==> src/rtl/mem_port_arbiter.sv <==
// Shares one single-ported word memory between instruction fetch and data ports.
// Data wins by default; a saturating starvation count forces a fetch grant.
module mem_port_arbiter #(
    parameter int unsigned ADDR_WIDTH   = 12,
    parameter int unsigned DATA_WIDTH   = 32,
    parameter int unsigned STARVE_LIMIT = 4
) (
    input  logic                  clock,
    input  logic                  reset,

    input  logic                  i_req,
    input  logic [ADDR_WIDTH-1:0] i_addr,
    output logic                  i_gnt,
    output logic                  i_rvalid,
    output logic [DATA_WIDTH-1:0] i_rdata,

    input  logic                  d_req,
    input  logic                  d_we,
    input  logic [3:0]            d_be,
    input  logic [ADDR_WIDTH-1:0] d_addr,
    input  logic [DATA_WIDTH-1:0] d_wdata,
    output logic                  d_gnt,
    output logic                  d_rvalid,
    output logic [DATA_WIDTH-1:0] d_rdata,

    output logic                  mem_enable,
    output logic                  mem_write_enable,
    output logic [3:0]            mem_byte_enable,
    output logic [ADDR_WIDTH-1:0] mem_address,
    output logic [DATA_WIDTH-1:0] mem_write_data,
    input  logic [DATA_WIDTH-1:0] mem_read_data
);

    localparam int unsigned CntWidth = $clog2(STARVE_LIMIT + 1);
    localparam logic [CntWidth-1:0] CntMax = CntWidth'(STARVE_LIMIT);

    logic [CntWidth-1:0]   starve_cnt_q, starve_cnt_d;
    logic                  starved;
    logic                  grant_i, grant_d;
    logic                  i_rvalid_q, d_rvalid_q;
    logic [DATA_WIDTH-1:0] i_rdata_q, d_rdata_q;

    always_comb begin
        starved = (starve_cnt_q == CntMax);
        grant_i = !reset && i_req && (!d_req || starved);
        grant_d = !reset && d_req && !grant_i;
    end

    always_comb begin
        starve_cnt_d = starve_cnt_q;
        if (grant_i) begin
            starve_cnt_d = '0;
        end else if (i_req && !starved) begin
            starve_cnt_d = starve_cnt_q + CntWidth'(1);
        end
    end

    always_comb begin
        mem_enable       = 1'b0;
        mem_write_enable = 1'b0;
        mem_byte_enable  = 4'h0;
        mem_address      = '0;
        mem_write_data   = '0;
        if (grant_i) begin
            mem_enable      = 1'b1;
            mem_byte_enable = 4'hF;
            mem_address     = i_addr;
        end else if (grant_d) begin
            mem_enable       = 1'b1;
            mem_write_enable = d_we;
            mem_byte_enable  = d_we ? d_be : 4'hF;
            mem_address      = d_addr;
            mem_write_data   = d_wdata;
        end
    end

    always_ff @(posedge clock) begin
        if (reset) begin
            starve_cnt_q <= '0;
            i_rvalid_q   <= 1'b0;
            d_rvalid_q   <= 1'b0;
            i_rdata_q    <= '0;
            d_rdata_q    <= '0;
        end else begin
            starve_cnt_q <= starve_cnt_d;
            i_rvalid_q   <= grant_i;
            d_rvalid_q   <= grant_d;
            if (grant_i) begin
                i_rdata_q <= mem_read_data;
            end
            if (grant_d) begin
                d_rdata_q <= d_we ? '0 : mem_read_data;
            end
        end
    end

    // Responses are masked while reset is high so a pending response never escapes.
    assign i_gnt    = grant_i;
    assign d_gnt    = grant_d;
    assign i_rvalid = i_rvalid_q && !reset;
    assign d_rvalid = d_rvalid_q && !reset;
    assign i_rdata  = reset ? '0 : i_rdata_q;
    assign d_rdata  = reset ? '0 : d_rdata_q;

endmodule
==> config.mk <==
export PLATFORM = sky130hd
export DESIGN_NAME = mem_port_arbiter
export DESIGN_NICKNAME = d
export VERILOG_FILES = /design/src/rtl/mem_port_arbiter.sv
export SDC_FILE = /design/constraint.sdc
export NUM_CORES = 1
export LEC_CHECK = 0
export CAP_MARGIN = 30
export CORE_MARGIN = 5
export CORE_UTILIZATION = 30
export DETAILED_ROUTE_END_ITERATION = 8
export HOLD_SLACK_MARGIN = 0.03
export PLACE_DENSITY = 0.71
export SLEW_MARGIN = 15
export SYNTH_ARGS = -nofsm -noshare
export SYNTH_HDL_FRONTEND = slang
export SYNTH_SLANG_ARGS = --single-unit
==> constraint.sdc <==
create_clock -name clock -period 2.1 [get_ports clock]
set_input_delay 0.42 -clock clock [delete_from_list [all_inputs] [get_ports clock]]
set_output_delay 0.42 -clock clock [all_outputs]
set_load 0.05 [all_outputs]
==> results of run 1 <==
[worst min-delay path, cell delays in order, from the launching register on]
cell	delay (ns)
dfxtp_2	0.33
inv_2	0.05
nand3_1	0.06
a21oi_1	0.06
[registers in the layout, indices dropped and copies added, names as in the netlist]
register,cells
d_rdata_q,32
d_rvalid_q,1
i_rdata_q,32
i_rvalid_q,1
starve_cnt_q,3
[cell type report]
class | count | area [um^2] | share of cell area (%)
timing repair buffer | 256 | 3800 | 48.8
multi-input combinational | 234 | 2130 | 27.4
sequential | 69 | 1390 | 17.8
clock buffer | 12 | 256 | 3.29
tap | 143 | 179 | 2.30
inverter | 5 | 23.8 | 0.305
clock inverter | 2 | 10.0 | 0.128
[cell families after synthesis]
group                      after synthesis  share of synthesized area [%]
and+or+nand+nor                        145                           26.4
muxes                                   64                           22.7
AOI/OAI and AO/OA                       23                           5.37
adders and majority gates                2                          0.731
DFF                                     69                           40.3
buffers and inverters                   30                           4.49
[where the power goes]
| part | internal, uW | leakage [uW] | switching [uW] | total [uW] |
|---|---|---|---|---|
| clock | 846 | 0.000134 | 515 | 1360 |
| combinational | 745 | 0.00260 | 633 | 1380 |
| sequential | 1380 | 0.000567 | 13.4 | 1390 |
| total | 2970 | 0.00330 | 1160 | 4130 |
[synthesized netlist by cell type]
| master | number |
|---|---|
| nor3b_1 | 1 |
| nand2b_1 | 1 |
| buf_2 | 4 |
| and2_1 | 33 |
| buf_4 | 3 |
| a22o_1 | 12 |
| nor2b_1 | 102 |
| a21boi_2 | 1 |
| a31oi_1 | 1 |
| nand4b_1 | 1 |
| nand2_1 | 2 |
| mux2_4 | 15 |
| clkbuf_2 | 2 |
| nand3_1 | 2 |
| ha_1 | 2 |
| inv_1 | 4 |
| mux2_2 | 49 |
| o21ai_0 | 5 |
| or3_4 | 1 |
| nor2_1 | 2 |
| buf_6 | 3 |
| inv_2 | 1 |
| clkbuf_1 | 13 |
| a31oi_4 | 1 |
| dfxtp_1 | 69 |
| a21oi_1 | 3 |
[metal layers]
metal / track usage (%) / vias to the layer above / routed length (um)
li1: - / 1577 / -
met1: 19.9 / 1569 / 4720
met2: 34.7 / 154 / 7210
met3: 6.48 / 18 / 1270
met4: 5.28 / 2 / 312
met5: 0 / - / 16
[timing repair]
item,in CTS,in global routing
resized for setup,32,16
pin swaps,14,19
endpoints found under the setup margin,51,61
buffers inserted,10,6
endpoints found under the hold margin,0,0
cloned,4,1
[path summary, 6_finish.rpt]
| check | end | slack (ns) | start |
|---|---|---|---|
| worst min-delay path | starve_cnt_q[0] | 0.53 | starve_cnt_q[0] |
| worst min register to register | starve_cnt_q[0] | 0.53 | starve_cnt_q[0] |
| worst max-delay path | mem_write_data[15] | -0.14 | starve_cnt_q[0] |
| worst max register to register | d_rdata_q[15] | 0.07 | starve_cnt_q[0] |
[per-stage QoR]
| stage | hold WS [ns] | std cells | total power [uW] | worst slack [ns] | instance area, um^2 |
|---|---|---|---|---|---|
| 6_report | 0.534 | 721 | 4130 | -0.138 | 7790 |
| 5_1_grt | 0.566 | 721 | 4300 | -0.186 | 7790 |
| 4_1_cts | 0.543 | 714 | 4150 | -0.143 | 7660 |
| 3_5_place_dp | 0.469 | 686 | 2700 | -0.354 | 7120 |
| 3_3_place_gp | 0.462 | 686 | 2690 | -0.281 | 7120 |
| 2_1_floorplan | 0.453 | 333 | 2030 | -0.0933 | 3590 |
==> flow_summary.json, run 1 <==
{
  "root_buffer": "clkbuf_16",
  "yosys_warnings": 0,
  "nFillCells": 791,
  "final-max-slew-violation-count": 0,
  "grt_pass1_wl_um": 19700,
  "drv_cap": 0,
  "reg2regPathDepth": 9,
  "synth_top_area_share_pct": 40.3,
  "crit_arrival_ns": 1.82,
  "layout-drive-gt1-share_pct": 51.6,
  "cts_tree": "yes",
  "row_count": 39,
  "fin_ws_ns": -0.138,
  "coreArea_um2": 11300,
  "fin_crit_sh_pct": 107,
  "wl_per_cell_um": 18.8,
  "synthTopCellsByArea": "dfxtp_1, nor2b_1, mux2_2",
  "dr_total_vias": 3320,
  "yosysSeqAreaShare_pct": 40.3,
  "die_x_um": 117,
  "antenna_cells": 0,
  "critical_path_required_ns": 1.68,
  "crit_family": "buffers and inverters",
  "grt_max_degree": 60,
  "syn_avg_cell_area_um2": 10.3,
  "ir_drop_mv": 0.418,
  "fin_worst_skew_ns": 0.00718,
  "power.leakage_uw": 0.00330,
  "cp_max_fo": 8,
  "cp-end-kind": "output port",
  "slowest_stage": "dfxtp_2",
  "tns_ns": -4.50,
  "clock_latency_ns": 0.32,
  "cts_buffer_depth": 2,
  "hpwl_um": 9860,
  "final_cell_mix": "buf_12, nor2b_1, clkdlybuf4s50_1, dfxtp_1, mux2_2",
  "place.gp.congestion": 0.844,
  "violations": "setup timing",
  "io_pins": 215,
  "crit_type": "flip-flop to output port",
  "fin_crit_ns": 2.24,
  "numCtsBuffers": 9,
  "synth_largest_area_cell": "dfxtp_1",
  "power_density_nw_per_um2": 530,
  "num-nets-final": 674,
  "die-area_um2": 13700,
  "cts_sinks": 69,
  "antenna_found_initial": 1,
  "clk_pin_slew_ns": 0.06,
  "slowest_delay_ns": 0.33,
  "status": "complete, but fails checks",
  "grt_usage_pct": 18.7,
  "holdPathStages": 3,
  "port_buffers": 214,
  "hold_path_class": "flip-flop to flip-flop",
  "synth_seq_cells": 69,
  "final_common_cell": "buf_12",
  "netlist_area_um2": 3420,
  "yosysUniqueCellTypes": 26,
  "grt-ovfl-total": 0,
  "path_cells": "inv_2, ha_4, buf_6, a31oi_4, buf_12, clkbuf_16, and2_4, buf_12",
  "worst-path-buf-inv": 5,
  "detail_route.wirelength_um": 13500,
  "die_h_um": 117,
  "htreeDepth": 3,
  "drtIter0Drc": 115,
  "area_delta_synth_final_pct": 127,
  "crit_path_start_kind": "flip-flop",
  "firstDrtPassIters": 4,
  "via_per_inst": 4.60,
  "antenna_left": 0,
  "hold_violations": 0,
  "fin_util_pct": 68.8,
  "crit_path_frequent_cell": "buf_12",
  "path_depth": 8,
  "slew_headroom_pct": 73.7,
  "hold_buffers": 0,
  "drc_errors": 0,
  "synthesis.nets": 432,
  "max_freq_mhz": 447,
  "first_global_vias": 3549,
  "grt_setup_unrepaired": "true",
  "worstMarginPinSlew_ns": 0.393,
  "start_util_pct": 30.2,
  "postSynthCellCount": 333,
  "setup_viol": 48
}
No activity file was read; power rests on OpenSTA's default activity.
==> run 2: changes to the inputs <==
- HOLD_SLACK_MARGIN: 0.03 -> 0.12
- MAX_ROUTING_LAYER: not set -> met4
==> run 2 against run 1 <==
- the flow still finishes with violations (setup timing)
- count of clock-buffer cells in the layout did not move
- routed wire length fell by 1.0%
- combinational power barely moved
- first-iteration DRC count rose by 2.6%
- hold slack improved by 0.00060 ns
- sequential share of layout area rose by 0.052 points
- critical path depth did not move
- via count fell by 0.93%
- critical path type unchanged
- critical endpoint unchanged
- largest cell class unchanged
==> flow_summary.json, run 2 (synthesized netlist as in run 1, its figures left out) <==
{
  "holdPathStages": 3,
  "ff2ff_setup_slack_ns": 0.07,
  "cp_max_fo": 16,
  "setup_viol": 48,
  "start_util_pct": 30.2,
  "die_h_um": 117,
  "fin_crit_sh_pct": 106,
  "drv_cap": 0,
  "clock_latency_ns": 0.32,
  "antenna_left": 0,
  "p_comb_share_pct": 33.2,
  "ir_drop_mv": 0.418,
  "crit_path_frequent_cell": "buf_12",
  "holdPathEnd": "starve_cnt_q[0]",
  "worstMarginPinSlew_ns": 0.375,
  "reg2reg_to": "d_rdata_q[15]",
  "fin_worst_skew_ns": 0.00820,
  "cts_buffer_depth": 2,
  "violations": "setup timing",
  "worst-path-buf-inv": 5,
  "hp-start": "starve_cnt_q[0]",
  "grt_pass1_wl_um": 19600,
  "layout-drive-gt1-share_pct": 51.5,
  "area_delta_synth_final_pct": 127,
  "root_buffer": "clkbuf_16",
  "switching_share_pct": 28.1,
  "fin_ws_ns": -0.128,
  "power.internal_uw": 2970,
  "antenna_found_initial": 1,
  "coreArea_um2": 11300,
  "dr_total_vias": 3289,
  "row_count": 39,
  "detail_route.wirelength_um": 13400,
  "crit_path_start_kind": "flip-flop",
  "max_freq_mhz": 449,
  "final-max-slew-violation-count": 0,
  "cts_tree": "yes",
  "grt_max_degree": 60,
  "r2r_start": "starve_cnt_q[0]",
  "die_x_um": 117,
  "firstDrtPassIters": 4,
  "pwr-share-clk_pct": 33.0,
  "hpwl_um": 9860,
  "num-nets-final": 673,
  "wl_per_cell_um": 18.6,
  "clk_pin_slew_ns": 0.06,
  "drtIter0Drc": 118,
  "seqPwrFrac_pct": 33.7,
  "critical_path_required_ns": 1.68,
  "drc_errors": 0,
  "cp-end-kind": "output port",
  "cts_sinks": 69,
  "final_cell_mix": "buf_12, nor2b_1, clkdlybuf4s50_1, dfxtp_1, mux2_2",
  "hold_ws_ns": 0.534,
  "crit_type": "flip-flop to output port",
  "first_global_vias": 3552,
  "power_density_nw_per_um2": 531,
  "reg2regPathDepth": 9,
  "crit_arrival_ns": 1.81,
  "slowest_delay_ns": 0.33,
  "place.gp.congestion": 0.857,
  "power.leakage_uw": 0.00328,
  "reg_top3": "d_rdata_q x32, i_rdata_q x32, starve_cnt_q x3",
  "hold_violations": 0,
  "net-switching-power_uw": 1160,
  "final_common_cell": "buf_12",
  "path_depth": 8,
  "die-area_um2": 13700,
  "numCtsBuffers": 9,
  "nFillCells": 796,
  "io_pins": 215,
  "hold_path_class": "flip-flop to flip-flop",
  "fin_crit_ns": 2.23,
  "grt-ovfl-total": 0,
  "path_cells": "inv_2, ha_4, buf_6, a31oi_4, buf_12, buf_16, and2_4, buf_12",
  "crit_family": "buffers and inverters",
  "via_per_inst": 4.56,
  "grt_setup_unrepaired": "true",
  "tns_ns": -4.40,
  "status": "complete, but fails checks",
  "slowest_stage": "dfxtp_2",
  "port_buffers": 214,
  "grt_usage_pct": 19.2,
  "slew_headroom_pct": 75.0,
  "htreeDepth": 3
}
==> run 2: cell types whose count changed in the layout (fill, tap and decap cells not counted), sizes merged <==
cell and delta:
diode +1, clkbuf -1
==> run 2: routing by layer <==
layer	vias to the layer above	GRT usage [%]	routed length [um]
met1	1561	20.2	4760
met5	-	-	0
met4	0	5.28	213
met2	138	34.7	7190
li1	1576	-	-
met3	14	6.02	1230
==> run 2: power groups by stage <==
stage               clock, uW  sequential, uW  combinational, uW
floorplan                   0            1410                613
global placement            0            1420               1270
detailed placement          0            1420               1280
CTS                      1410            1390               1350
global route             1470            1400               1430
finish                   1360            1390               1370
==> run 2: per-stage QoR <==
stage               area [um^2]  total power (uW)  cells  setup slack, ns  util, %
finish                     7770              4130    721           -0.128     68.6
global route               7770              4300    721           -0.188     68.6
CTS                        7660              4150    714           -0.143     67.6
global placement           7120              2690    686           -0.281     62.9
detailed placement         7120              2700    686           -0.354     62.9
floorplan                  3590              2030    333          -0.0933        -
==> run 2: tightest hold or removal path, delay by kind of cell (launching register included) <==
family / cells / cell delay [ns]
and+or+nand+nor: 1 / 0.06
DFF: 1 / 0.33
buffers and inverters: 1 / 0.05
AOI/OAI and AO/OA: 1 / 0.06
==> run 2: layout make-up <==
cell class | count | area, um^2 | area share (%)
multi-input cells | 234 | 2130 | 27.5
well taps | 143 | 179 | 2.30
repair buffers | 255 | 3780 | 48.6
flip-flops and latches | 69 | 1390 | 17.8
diodes | 1 | 2.50 | 0.0322
clock buffers | 12 | 256 | 3.30
inverters | 5 | 23.8 | 0.306
clock inverters | 2 | 10.0 | 0.129
==> run 2: worst max path at each step <==
stage,startpoint,to
detailed placement,d_req,mem_address[1]
global placement,d_req,mem_address[0]
finish,starve_cnt_q[0],mem_write_data[15]
floorplan,starve_cnt_q[0],mem_byte_enable[0]
global route,starve_cnt_q[0],mem_write_data[14]
CTS,starve_cnt_q[1],mem_address[5]
==> run 2: what timing repair did <==
item                                    4_1_cts  5_1_grt
endpoints found under the setup margin       51       61
buffers inserted                             10        6
pin swaps                                    14        8
gates cloned                                  4        0
hold endpoints to repair                      0        0
resized for setup                            32       16
hold buffers                                  0        0
==> run 3: changes to the inputs <==
- SETUP_SLACK_MARGIN: not set -> 0.1
==> run 3 against run 2 <==
- the run still ends with setup timing left
- highest routed layer unchanged
- hold slack got worse by 0.051 ns
- routed wire length decreased by 2.4%
- total power increased by 8.3%
- first-iteration DRC count decreased by 16%
- largest cell class unchanged
==> flow_summary.json, run 3 (synthesized netlist as in run 1, its figures left out) <==
{
  "grt_max_degree": 67,
  "fin_worst_skew_ns": 0.00515,
  "num-nets-final": 674,
  "path_cells": "inv_2, ha_4, a31oi_4, buf_6, buf_12, buf_16, a22o_4, buf_12",
  "numCtsBuffers": 9,
  "firstDrtPassIters": 4,
  "switching_share_pct": 26.7,
  "clock_latency_ns": 0.32,
  "violations": "setup timing",
  "grt_pass1_wl_um": 19300,
  "wl_per_cell_um": 18.0,
  "pwr-share-clk_pct": 39.4,
  "reg_top3": "d_rdata_q x32, i_rdata_q x32, starve_cnt_q x3",
  "die_h_um": 117,
  "die_x_um": 117,
  "max_freq_mhz": 449,
  "cts_tree": "yes",
  "r2r_start": "starve_cnt_q[0]",
  "layout-drive-gt1-share_pct": 51.2,
  "ir_drop_mv": 0.479,
  "postPlaceCellArea_um2": 6680,
  "worstMarginPinSlew_ns": 0.343,
  "detail_route.wirelength_um": 13100,
  "root_buffer": "clkbuf_16",
  "coreArea_um2": 11300,
  "slew_headroom_pct": 77.1,
  "via_per_inst": 4.52,
  "tns_ns": -2.59,
  "hold_path_class": "input port to flip-flop",
  "slowest_stage": "dfxtp_2",
  "holdPathEnd": "starve_cnt_q[0]",
  "crit_arrival_ns": 1.81,
  "hold_ws_ns": 0.484,
  "seqPwrFrac_pct": 31.1,
  "grt_usage_pct": 19.0,
  "wl_met2_um": 6820,
  "final-max-slew-violation-count": 0,
  "dpl_worst_slack_ns": -0.337,
  "start_util_pct": 30.2,
  "power.total_uw": 4470,
  "worst-path-buf-inv": 5,
  "grt_setup_unrepaired": "true",
  "io_pins": 215,
  "fin_crit_sh_pct": 106,
  "hold_buffers": 0,
  "ff2ff_setup_slack_ns": 0.19,
  "cp_max_fo": 6,
  "net-switching-power_uw": 1190,
  "first_global_vias": 3481,
  "cp-end-kind": "output port",
  "cts_sinks": 69,
  "reg2reg_to": "i_rdata_q[14]",
  "setup_viol": 47,
  "crit_path_frequent_cell": "buf_12",
  "top_layer": "met4",
  "dr_wl_met3_um": 1370,
  "final_cell_mix": "nor2b_1, clkdlybuf4s50_1, buf_12, dfxtp_1, buf_4",
  "cts_buffer_depth": 2,
  "drc_errors": 0,
  "dr_total_vias": 3274,
  "nFillCells": 874,
  "status": "complete, but fails checks",
  "port_buffers": 214,
  "clk_pin_slew_ns": 0.06,
  "power_density_nw_per_um2": 597,
  "place.gp.congestion": 0.863,
  "critical_path_required_ns": 1.68,
  "antenna_left": 0,
  "final_cell_area_um2": 7480,
  "hpwl_um": 9280,
  "fin_crit_ns": 2.23,
  "drt-met1-wl_um": 4780,
  "grt-ovfl-total": 0,
  "slowest_delay_ns": 0.33,
  "antenna_found_initial": 2,
  "crit_family": "buffers and inverters",
  "power.leakage_uw": 0.00325,
  "crit_type": "flip-flop to output port",
  "htreeDepth": 3,
  "final_common_cell": "nor2b_1",
  "area_delta_synth_final_pct": 118,
  "hp-start": "reset",
  "path_depth": 8,
  "die-area_um2": 13700,
  "power.internal_uw": 3280,
  "hold_violations": 0,
  "reg2regPathDepth": 7,
  "holdPathStages": 3,
  "p_comb_share_pct": 29.4,
  "fin_ws_ns": -0.128,
  "row_count": 39,
  "crit_path_start_kind": "flip-flop",
  "drtIter0Drc": 99,
  "drv_cap": 0
}
## run 3: layout make-up
| type | instances | area [um^2] | area share, % |
|---|---|---|---|
| clock inverters | 5 | 108 | 1.44 |
| repair inverters | 1 | 8.76 | 0.117 |
| diodes | 2 | 5.00 | 0.0669 |
| inverters | 5 | 26.3 | 0.351 |
| multi-input cells | 234 | 2100 | 28.1 |
| well taps | 143 | 179 | 2.39 |
| flip-flops and latches | 69 | 1380 | 18.5 |
| clock buffers | 11 | 243 | 3.24 |
| repair buffers | 255 | 3430 | 45.8 |
## run 3: power groups by stage
stage,logic [uW],clock network (uW),registers (uW)
after CTS,1310,1810,1390
final,1320,1760,1390
after global placement,1210,0,1420
after global routing,1370,1860,1400
after detailed placement,1220,0,1420
after floorplan,623,0,1410
## run 3: worst register-to-register path: cells and delay by family, from the launching register on
family,cells,cell delay (ns)
adder cells (fa/ha/maj),1,0.17
flip-flops,1,0.34
multiplexers,1,0.40
AO/OA/AOI/OAI,1,0.15
AND/OR/NAND/NOR,1,0.25
buffers and inverters,3,0.49
## run 3: metal layers
layer	track usage, %	up-vias
li1	-	1586
met2	34.0	149
met5	-	-
met3	5.76	12
met4	4.89	0
met1	20.4	1527
## run 3: repair_timing
action                     CTS  global route
setup endpoints to repair   57            81
cloned                       7             1
buffers inserted            15             5
resized for setup           34             4
pin swaps                   28            10
## run 3: how the worst max path moves through the flow
stage	startpoint	to	slack, ns
6_report	starve_cnt_q[0]	mem_address[4]	-0.13
5_1_grt	starve_cnt_q[0]	mem_address[4]	-0.18
4_1_cts	starve_cnt_q[1]	mem_address[0]	-0.14
3_5_place_dp	i_req	mem_address[0]	-0.34
3_3_place_gp	i_req	mem_address[0]	-0.28
2_1_floorplan	i_req	mem_byte_enable[0]	-0.07
## run 3: per-stage QoR
stage,std cells,util [%]
after detailed placement,680,59.0
after floorplan,333,-
after CTS,718,65.4
after global routing,725,66.1
after global placement,680,59.0
final,725,66.1
